<file path="config.mk">
export PLATFORM = sky130hd
export DESIGN_NAME = au_sub_vz_pipe_flat
export DESIGN_NICKNAME = d
export VERILOG_FILES = /design/src/rtl/au_arith_pkg.sv /design/src/rtl/au_sub_vz_pipe_if.sv /design/src/rtl/au_sub_slice.sv /design/src/rtl/au_sub_vz_pipe.sv /design/src/flat_wrapper.sv
export SDC_FILE = /design/constraint.sdc
export NUM_CORES = 1
export LEC_CHECK = 0
export ABC_CLOCK_PERIOD_IN_PS = 2330
export CORE_AREA = 2 2 164 166
export DETAILED_ROUTE_END_ITERATION = 8
export DIE_AREA = 0 0 166 168
export GPL_ROUTABILITY_DRIVEN = 0
export REMOVE_ABC_BUFFERS = 1
export SLEW_MARGIN = 20
export SYNTH_ARGS = -nofsm -noshare
export SYNTH_HDL_FRONTEND = slang
export SYNTH_HIERARCHICAL = 1
export SYNTH_SLANG_ARGS = --single-unit
</file>
<file path="constraint.sdc">
create_clock -name clk -period 2.33 [get_ports clk]
set_clock_uncertainty 0.05 [all_clocks]
set_input_delay 0.5825 -clock clk [delete_from_list [all_inputs] [get_ports clk]]
set_output_delay 0.5825 -clock clk [all_outputs]
set_load 0.05 [all_outputs]
</file>
<file path="src/rtl/au_arith_pkg.sv">
// Shared arithmetic helpers: borrow-slice geometry and the per-stage control payload.
package au_arith_pkg;

  function automatic int unsigned slice_width(input int unsigned width, input int unsigned stages);
    return (width + stages - 1) / stages;
  endfunction

  function automatic int unsigned slice_lo(input int unsigned width, input int unsigned stages,
                                           input int unsigned k);
    return k * slice_width(width, stages);
  endfunction

  // Number of operand bits owned by slice k; 0 means the stage is a pure delay.
  function automatic int unsigned slice_len(input int unsigned width, input int unsigned stages,
                                            input int unsigned k);
    int unsigned lo;
    int unsigned hi;
    lo = slice_lo(width, stages, k);
    if (lo >= width) return 0;
    hi = lo + slice_width(width, stages);
    if (hi > width) hi = width;
    return hi - lo;
  endfunction

  typedef struct packed {
    logic valid;
    logic borrow;
    logic zacc;
    logic ovf;
  } stage_ctl_t;

endpackage

</file>
<file path="src/rtl/au_sub_vz_pipe_if.sv">
// Operand/result valid-ready bus for au_sub_vz_pipe; bo exists only with AU_SUB_VZ_PIPE_BO_EN.
interface au_sub_vz_pipe_if #(
  parameter int unsigned WIDTH = 32
);
  logic             in_valid;
  logic             in_ready;
  logic [WIDTH-1:0] a;
  logic [WIDTH-1:0] b;
  logic             ci;
  logic             out_valid;
  logic             out_ready;
  logic [WIDTH-1:0] s;
  logic             v;
  logic             z;
`ifdef AU_SUB_VZ_PIPE_BO_EN
  logic             bo;
`endif

  modport master (
    output in_valid, a, b, ci, out_ready,
    input  in_ready, out_valid, s, v, z
`ifdef AU_SUB_VZ_PIPE_BO_EN
    , input bo
`endif
  );

  modport slave (
    input  in_valid, a, b, ci, out_ready,
    output in_ready, out_valid, s, v, z
`ifdef AU_SUB_VZ_PIPE_BO_EN
    , output bo
`endif
  );
endinterface

</file>
<file path="src/rtl/au_sub_slice.sv">
// Combinational N-bit a - b - bi slice with borrow-out, zero and MSB borrow-in.
module au_sub_slice #(
  parameter int unsigned N = 8
) (
  input  logic [N-1:0] a,
  input  logic [N-1:0] b,
  input  logic         bi,
  output logic [N-1:0] d,
  output logic         bo,
  output logic         zero,
  output logic         msb_bi
);
  localparam int unsigned TW = N + 1;

  logic [N:0] t;

  assign t      = {1'b0, a} - {1'b0, b} - TW'(bi);
  assign d      = t[N-1:0];
  assign bo     = t[N];
  assign zero   = ~|t[N-1:0];
  // Sum bit = a ^ b ^ borrow-in, so the MSB borrow-in falls out of the result bit.
  assign msb_bi = a[N-1] ^ b[N-1] ^ t[N-1];
endmodule

</file>
<file path="src/rtl/au_sub_vz_pipe.sv">
// Pipelined s = a - b - ci with V/Z flags, one borrow slice per stage, full backpressure.
// Optional unsigned borrow-out port bo under AU_SUB_VZ_PIPE_BO_EN.
module au_sub_vz_pipe
  import au_arith_pkg::*;
#(
  parameter int unsigned WIDTH  = 32,
  parameter int unsigned STAGES = 4
) (
  input logic             clk,
  input logic             rst_n,
  au_sub_vz_pipe_if.slave bus
);
  stage_ctl_t       ctl_w [STAGES+1];
  logic [WIDTH-1:0] res_w [STAGES+1];
  logic [WIDTH-1:0] a_w   [STAGES];
  logic [WIDTH-1:0] b_w   [STAGES];
  logic             en;

  assign en           = !ctl_w[STAGES].valid || bus.out_ready;
  assign bus.in_ready = en;

  assign ctl_w[0] = '{valid: bus.in_valid, borrow: bus.ci, zacc: 1'b1, ovf: 1'b0};
  assign res_w[0] = '0;
  assign a_w[0]   = bus.a;
  assign b_w[0]   = bus.b;

  assign bus.out_valid = ctl_w[STAGES].valid;
  assign bus.s         = res_w[STAGES];
  assign bus.v         = ctl_w[STAGES].ovf;
  assign bus.z         = ctl_w[STAGES].zacc;
`ifdef AU_SUB_VZ_PIPE_BO_EN
  assign bus.bo        = ctl_w[STAGES].borrow;
`endif

  for (genvar k = 0; k < STAGES; k++) begin : g_stage
    localparam int unsigned LO      = slice_lo(WIDTH, STAGES, k);
    localparam int unsigned N       = slice_len(WIDTH, STAGES, k);
    localparam int unsigned NW      = (N > 0) ? N : 1;
    localparam bit          LAST    = (k == STAGES - 1);
    localparam bit          HAS_MSB = (N > 0) && (LO + N == WIDTH);

    logic [NW-1:0]    sl_d;
    logic             sl_bo;
    logic             sl_zero;
    logic             sl_msb_bi;
    stage_ctl_t       ctl_d;
    stage_ctl_t       ctl_q;
    logic [WIDTH-1:0] res_d;
    logic [WIDTH-1:0] res_q;

    if (N > 0) begin : g_slice
      au_sub_slice #(.N(N)) u_slice (
        .a      (NW'(a_w[k] >> LO)),
        .b      (NW'(b_w[k] >> LO)),
        .bi     (ctl_w[k].borrow),
        .d      (sl_d),
        .bo     (sl_bo),
        .zero   (sl_zero),
        .msb_bi (sl_msb_bi)
      );
    end else begin : g_delay
      assign sl_d      = '0;
      assign sl_bo     = ctl_w[k].borrow;
      assign sl_zero   = 1'b1;
      assign sl_msb_bi = 1'b0;
    end

    // The 2^WIDTH wrap (s == 0 with overflow) is not a true zero, hence the final ~ovf mask.
    always_comb begin
      ctl_d        = ctl_w[k];
      ctl_d.borrow = sl_bo;
      ctl_d.zacc   = ctl_w[k].zacc & sl_zero;
      if (HAS_MSB) ctl_d.ovf = sl_msb_bi ^ sl_bo;
      if (LAST) ctl_d.zacc = ctl_d.zacc & ~ctl_d.ovf;
      res_d        = res_w[k] | (WIDTH'(sl_d) << LO);
    end

    always_ff @(posedge clk or negedge rst_n) begin
      if (!rst_n) begin
        ctl_q <= '0;
        res_q <= '0;
      end else if (en) begin
        ctl_q <= ctl_d;
        res_q <= res_d;
      end
    end

    assign ctl_w[k+1] = ctl_q;
    assign res_w[k+1] = res_q;

    if (!LAST) begin : g_skew
      logic [WIDTH-1:0] a_q;
      logic [WIDTH-1:0] b_q;

      always_ff @(posedge clk or negedge rst_n) begin
        if (!rst_n) begin
          a_q <= '0;
          b_q <= '0;
        end else if (en) begin
          a_q <= a_w[k];
          b_q <= b_w[k];
        end
      end

      assign a_w[k+1] = a_q;
      assign b_w[k+1] = b_q;
    end
  end
endmodule

</file>
<file path="src/flat_wrapper.sv">
// flat-port wrapper written by rule: the top's interface ports become plain ports
module au_sub_vz_pipe_flat import au_arith_pkg::*;
#(
  parameter int unsigned WIDTH  = 32,
  parameter int unsigned STAGES = 4
)
  (clk, rst_n, bus_in_valid, bus_a, bus_b, bus_ci, bus_out_ready, bus_in_ready, bus_out_valid, bus_s, bus_v, bus_z);
  au_sub_vz_pipe_if #(.WIDTH(WIDTH)) bus_i ();
  input logic clk;
  input logic rst_n;
  input wire logic [$bits(bus_i.in_valid)-1:0] bus_in_valid;
  input wire logic [$bits(bus_i.a)-1:0] bus_a;
  input wire logic [$bits(bus_i.b)-1:0] bus_b;
  input wire logic [$bits(bus_i.ci)-1:0] bus_ci;
  input wire logic [$bits(bus_i.out_ready)-1:0] bus_out_ready;
  output wire logic [$bits(bus_i.in_ready)-1:0] bus_in_ready;
  output wire logic [$bits(bus_i.out_valid)-1:0] bus_out_valid;
  output wire logic [$bits(bus_i.s)-1:0] bus_s;
  output wire logic [$bits(bus_i.v)-1:0] bus_v;
  output wire logic [$bits(bus_i.z)-1:0] bus_z;
  assign bus_i.in_valid = bus_in_valid;
  assign bus_i.a = bus_a;
  assign bus_i.b = bus_b;
  assign bus_i.ci = bus_ci;
  assign bus_i.out_ready = bus_out_ready;
  assign bus_in_ready = bus_i.in_ready;
  assign bus_out_valid = bus_i.out_valid;
  assign bus_s = bus_i.s;
  assign bus_v = bus_i.v;
  assign bus_z = bus_i.z;
  au_sub_vz_pipe #(.WIDTH(WIDTH), .STAGES(STAGES)) u_core (.clk(clk), .rst_n(rst_n), .bus(bus_i));
endmodule
</file>
Yosys cells after proc, flatten, opt, wreduce, memory -nomap -nowiden
Cells that the tools add are included.
Widths: inputs -> output; s select.
{ "op_classes": {"n_bitwise": 11, "reduce_logical": 10, "addsub": 8} }
{ "ops": {"columns": ["operator", "count"], "rows": [
  ["$sub 8x8->9", 4],
  ["$sub 9x1->9", 4],
  ["$or 32x24->32", 1],
  ["$or 32x32->32", 1],
  ["$reduce_or 8->1", 4],
  ["$or 8x16->16", 1],
  ["$logic_not 1->1", 5],
  ["$and 1x1->1", 4],
  ["$xor 1x1->1", 3],
  ["$logic_or 1x1->1", 1],
  ["$not 1->1", 1]
]} }
{ "totals": {"elab_cells": 51, "in_bits": 69, "output_inout_bits": 36, "reg_bits": 308} }

Logic depth before layout (Yosys ltp)
{ "depth": {"ltp_word": 6, "depth_mapped": 11, "mapped_depth_nobuf": 11} }

By module
Netlist, hierarchy kept.
{ "modules_own_cells": {"columns": ["module", "area_per_inst_um2", "n_inst", "cells_per_inst"], "rows": [
  ["au_sub_vz_pipe", 7313.3, 1, 405],
  ["au_sub_slice at u_core.g_stage[0].g_slice.u_slice ...", 545.5, 2, 74],
  ["au_sub_slice at u_core.g_stage[3].g_slice.u_slice", 549.3, 1, 72],
  ["au_sub_slice at u_core.g_stage[2].g_slice.u_slice", 545.5, 1, 72]
]} }

Worst setup path before layout
OpenSTA, ideal clock, no wires.
{ "synth_timing": {"path_kind": "input to register", "startpoint": "input bus_b[0]", "endpoint": "register u_core.g_stage[0].ctl_q (netlist bit u_core/ctl_w[13])", "path_stages": 10, "slack_ps": -206, "setup_ps": 65, "path_buffers": 0, "t_arrival_ps": 2421, "path_cell_list": "inv_1 > fa_1 > inv_1 > ha_1 > o21ai_0 > nand3b_1 > xor2_1 > or3b_1 > nor4_2 > mux2_2"} }
{ "synth_between": {"elab_chain_cells": 4} }
{ "synth_lines": {"columns": ["item", "line", "text"], "rows": [
  ["from (decl)", "flat_wrapper.sv:13", "input wire logic [$bits(bus_i.b)-1:0] bus_b;"],
  ["$sub 8x8->9", "au_sub_slice.sv:17", "assign t = {1'b0, a} - {1'b0, b} - TW'(bi);"],
  ["$sub 9x1->9", "au_sub_slice.sv:17", null],
  ["via u_core.g_stage[0].sl_d[3]", "au_sub_vz_pipe.sv:42", "logic [NW-1:0] sl_d;"],
  ["$reduce_or 8->1", "au_sub_slice.sv:20", "assign zero = ~|t[N-1:0];"],
  ["$logic_not 1->1", "au_sub_slice.sv:20", null],
  ["via u_core.g_stage[0].sl_zero", "au_sub_vz_pipe.sv:44", "logic sl_zero;"],
  ["to (signal assigned)", "au_sub_vz_pipe.sv:83", "ctl_q <= ctl_d;"],
  ["to (decl)", "au_sub_vz_pipe.sv:47", "stage_ctl_t ctl_q;"]
]} }
The timed path passes the listed nets, and every way through them passes these cells.
A chain may end at the register's enable or synchronous reset.

Final worst setup path
{ "layout_timing": {"startpoint": "register u_core.g_stage[2].ctl_q (netlist bit u_core/ctl_w[6])", "endpoint": "register u_core.g_stage[3].ctl_q (netlist bit u_core/bus.v)"} }
{ "layout_between": {"elab_chain_cells": 3} }
{ "layout_lines": {"columns": ["item", "line", "text"], "rows": [
  ["from (decl)", "au_sub_vz_pipe.sv:47", null],
  ["from (signal assigned)", "au_sub_vz_pipe.sv:83", null],
  ["$sub 9x1->9", "au_sub_slice.sv:17", null],
  ["via u_core.g_stage[3].sl_d[7]", "au_sub_vz_pipe.sv:42", null],
  ["$xor 1x1->1", "au_sub_slice.sv:22", "assign msb_bi = a[N-1] ^ b[N-1] ^ t[N-1];"],
  ["via u_core.g_stage[3].sl_msb_bi", "au_sub_vz_pipe.sv:45", "logic sl_msb_bi;"],
  ["$xor 1x1->1", "au_sub_vz_pipe.sv:73", "if (HAS_MSB) ctl_d.ovf = sl_msb_bi ^ sl_bo;"],
  ["to (signal assigned)", "au_sub_vz_pipe.sv:83", null],
  ["to (decl)", "au_sub_vz_pipe.sv:47", null]
]} }
The timed path passes the listed nets, and every way through them passes these cells.

==> flow_summary_export.csv <==
group,metric,value,unit
status,status,"complete, but fails checks",
status,failed_checks,"negative setup slack",
detailed_routing,drt.antenna.violating_nets,0,
die,num_rows,60,
clock_network,clk_transition_reported_paths,70,ps
timing,finalCritPeriodShare,114,%
die,io_pins,105,
setup_path,endpoint_kind,"flip-flop",
setup_path,required,2580,ps
detailed_routing,first_drt_pass_iteration_count,4,
grt,grt_usage,12.8,%
detailed_routing,starting_drc_count_in_detailed_routing,239,
synth,synth_area_per_cell,13.6,µm²
timing,worst_setup_slack_final,-317,ps
setup_path,cp_max_fo,3,
cells_and_area,fill_cells,2350,
cells_and_area,seq_cell_area,0.00470,mm²
grt,global_route_wire_length_before_repair,29200,µm
timing,maxSlewHeadroom,64.7,%
synth,synth-warning-count,6,
die,die_h,168,µm
timing,report.final.hold_viol_count,0,
run,cap_viol_max_count,0,
timing,number_of_max_slew_violations_in_the_final_report,0,
detailed_routing,routedWlPerCell,13.7,µm
clock_network,tritoncts_num_sinks,188,
grt,grt_start_max_net_pins,49,
setup_path,criticalPathCategory,"reg -> reg",
detailed_routing,vias_post_dr,5685,
detailed_routing,drc_errors,0,
timing,hold_ws,54.4,ps
clock_network,clock_buffers_created_by_tritoncts,17,
die,starting_density,35.9,%
timing,fmax,0.378,GHz
pwr,pwr_density_cell,1740,mW/mm²
clock_network,holdBufCountCts,0,
die,design.die.area,0.0279,mm²
cells_and_area,finish.net_count,1022,
clock_network,tritoncts,"done",
setup_path,timing.critical_path.arrival,2890,ps
cells_and_area,finish.cell_count_without_fillers,1243,
placement,dpl_cells,1199,
clock_network,h-tree-depth,4,
die,design.core.area,0.0264,mm²
die,chipWidth,166,µm
placement,pre_cts_ws,-849,ps
timing,period_needed,2650,ps
placement,buffer_ports.inserted,104,
detailed_routing,vias_per_cell,4.57,
synth,synth_cell_area,0.00947,mm²
grt,grt_pass1_vias,5976,
timing,grt_setup_unrepaired,"true",
cells_and_area,utilization,48.0,%
grt,grt_antenna_before_repair,0,
hold_path,hp-class,"in -> async",
cells_and_area,num_antenna_cells,0,
cells_and_area,area_growth_syn_to_layout,33.7,%
cells_and_area,multi_input_area,0.00472,mm²
synth,synth_cells,694,
clock_network,clk_path_buf_depth,2,
timing,tightest_slew,529,ps
clock_network,clock_network_latency_to_the_later_pin_of_the_worst_skew_pair,430,ps
grt,gr-total-overflow,0,
clock_network,cts_root_buffer,"sky130_fd_sc_hd__clkbuf_16",
pwr,leakage,5.94,nW
setup_path,start_kind,"flip-flop",
placement,dp_hpwl,11800,µm
detailed_routing,finalWirelength,17000,µm
timing,final-setup-viol-count,12,
pwr,worst_ir_drop_vdd,0.00115,V
cells_and_area,post_route_cells_drive_above_1_share,43.8,%
## worst max-delay path, stage by stage (launching register included)
cell,delay [ps]
sky130_fd_sc_hd__dfrtp_1,360
sky130_fd_sc_hd__inv_2,50
sky130_fd_sc_hd__fa_2,580
sky130_fd_sc_hd__inv_2,50
sky130_fd_sc_hd__ha_4,140
sky130_fd_sc_hd__o21ai_2,90
sky130_fd_sc_hd__nand3b_1,150
sky130_fd_sc_hd__buf_6,170
sky130_fd_sc_hd__a21oi_4,160
sky130_fd_sc_hd__xnor2_2,150
sky130_fd_sc_hd__xnor2_1,100
sky130_fd_sc_hd__xor2_1,190
sky130_fd_sc_hd__mux2_4,280
## power by group
part	switching, mW	internal, mW
Clock	1.36	1.52
Sequential	0.778	4.72
Combinational	5.97	7.67
## registers in the layout, indices dropped and copies added, names as in the netlist
name                       count
u_core/bus.z                   1
u_core/g_stage.res_q          48
u_core/g_stage.g_skew.b_q     48
u_core/ctl_w                   9
u_core/bus.out_valid           1
u_core/bus.v                   1
u_core/g_stage.g_skew.a_q     48
u_core/bus.s                  32
## final timing paths
path,start,end,slack (ps),cells after the start
worst max-delay path,u_core/ctl_w[6],u_core/bus.v,-320,12
worst min-delay path,rst_n,u_core/bus.s[22],50,1
worst max register to register,u_core/ctl_w[6],u_core/bus.v,-320,12
worst min register to register,u_core/ctl_w[7],u_core/bus.out_valid,410,1
max in group asynchronous,rst_n,u_core/bus.s[3],1560,2
min in group clk,u_core/ctl_w[7],u_core/bus.out_valid,410,1
## cell type report
cell class,count,share of cell area (%)
Clock buffer,18,3.39
Clock inverter,14,1.23
Inverter,97,2.94
Multi-Input combinational cell,389,37.3
Sequential cell,188,37.2
Tap cell,341,3.37
Timing Repair Buffer,196,14.7
## per-stage QoR
step	total power [mW]	setup TNS, ps	instance area [µm²]
floorplan	13.1	-150790	9310
global placement	17.1	-6440	11500
detailed placement	17.4	-7010	11500
CTS	21.5	-1950	12400
global route	23.7	-3320	12700
finish	22.0	-1670	12700
## routing by layer
metal / vias to the layer above / track usage, % / part of all wire (%)
met5: - / 0 / 0
met4: 0 / 3.40 / 0.89
met3: 11 / 2.91 / 3.4
met2: 81 / 21.1 / 48
met1: 2821 / 17.1 / 48
li1: 2772 / - / -
## repair_timing
action / in CTS / in global routing
hold endpoints to repair: 0 / 0
resized for setup: 75 / 53
pin swaps: 31 / 34
setup buffers: 7 / 10
endpoints found under the setup margin: 21 / 20
## cell usage in the layout (no fill, tap or decap), drive strengths merged, types with 11 or more instances in the layout
cell type / count
dfrtp: 188
mux2: 184
inv: 103
buf: 96
clkdlybuf4s50: 92
ha: 56
xnor2: 21
clkbuf: 19
a21oi: 16
nand2: 11
No activity file was read; power rests on OpenSTA's default activity.
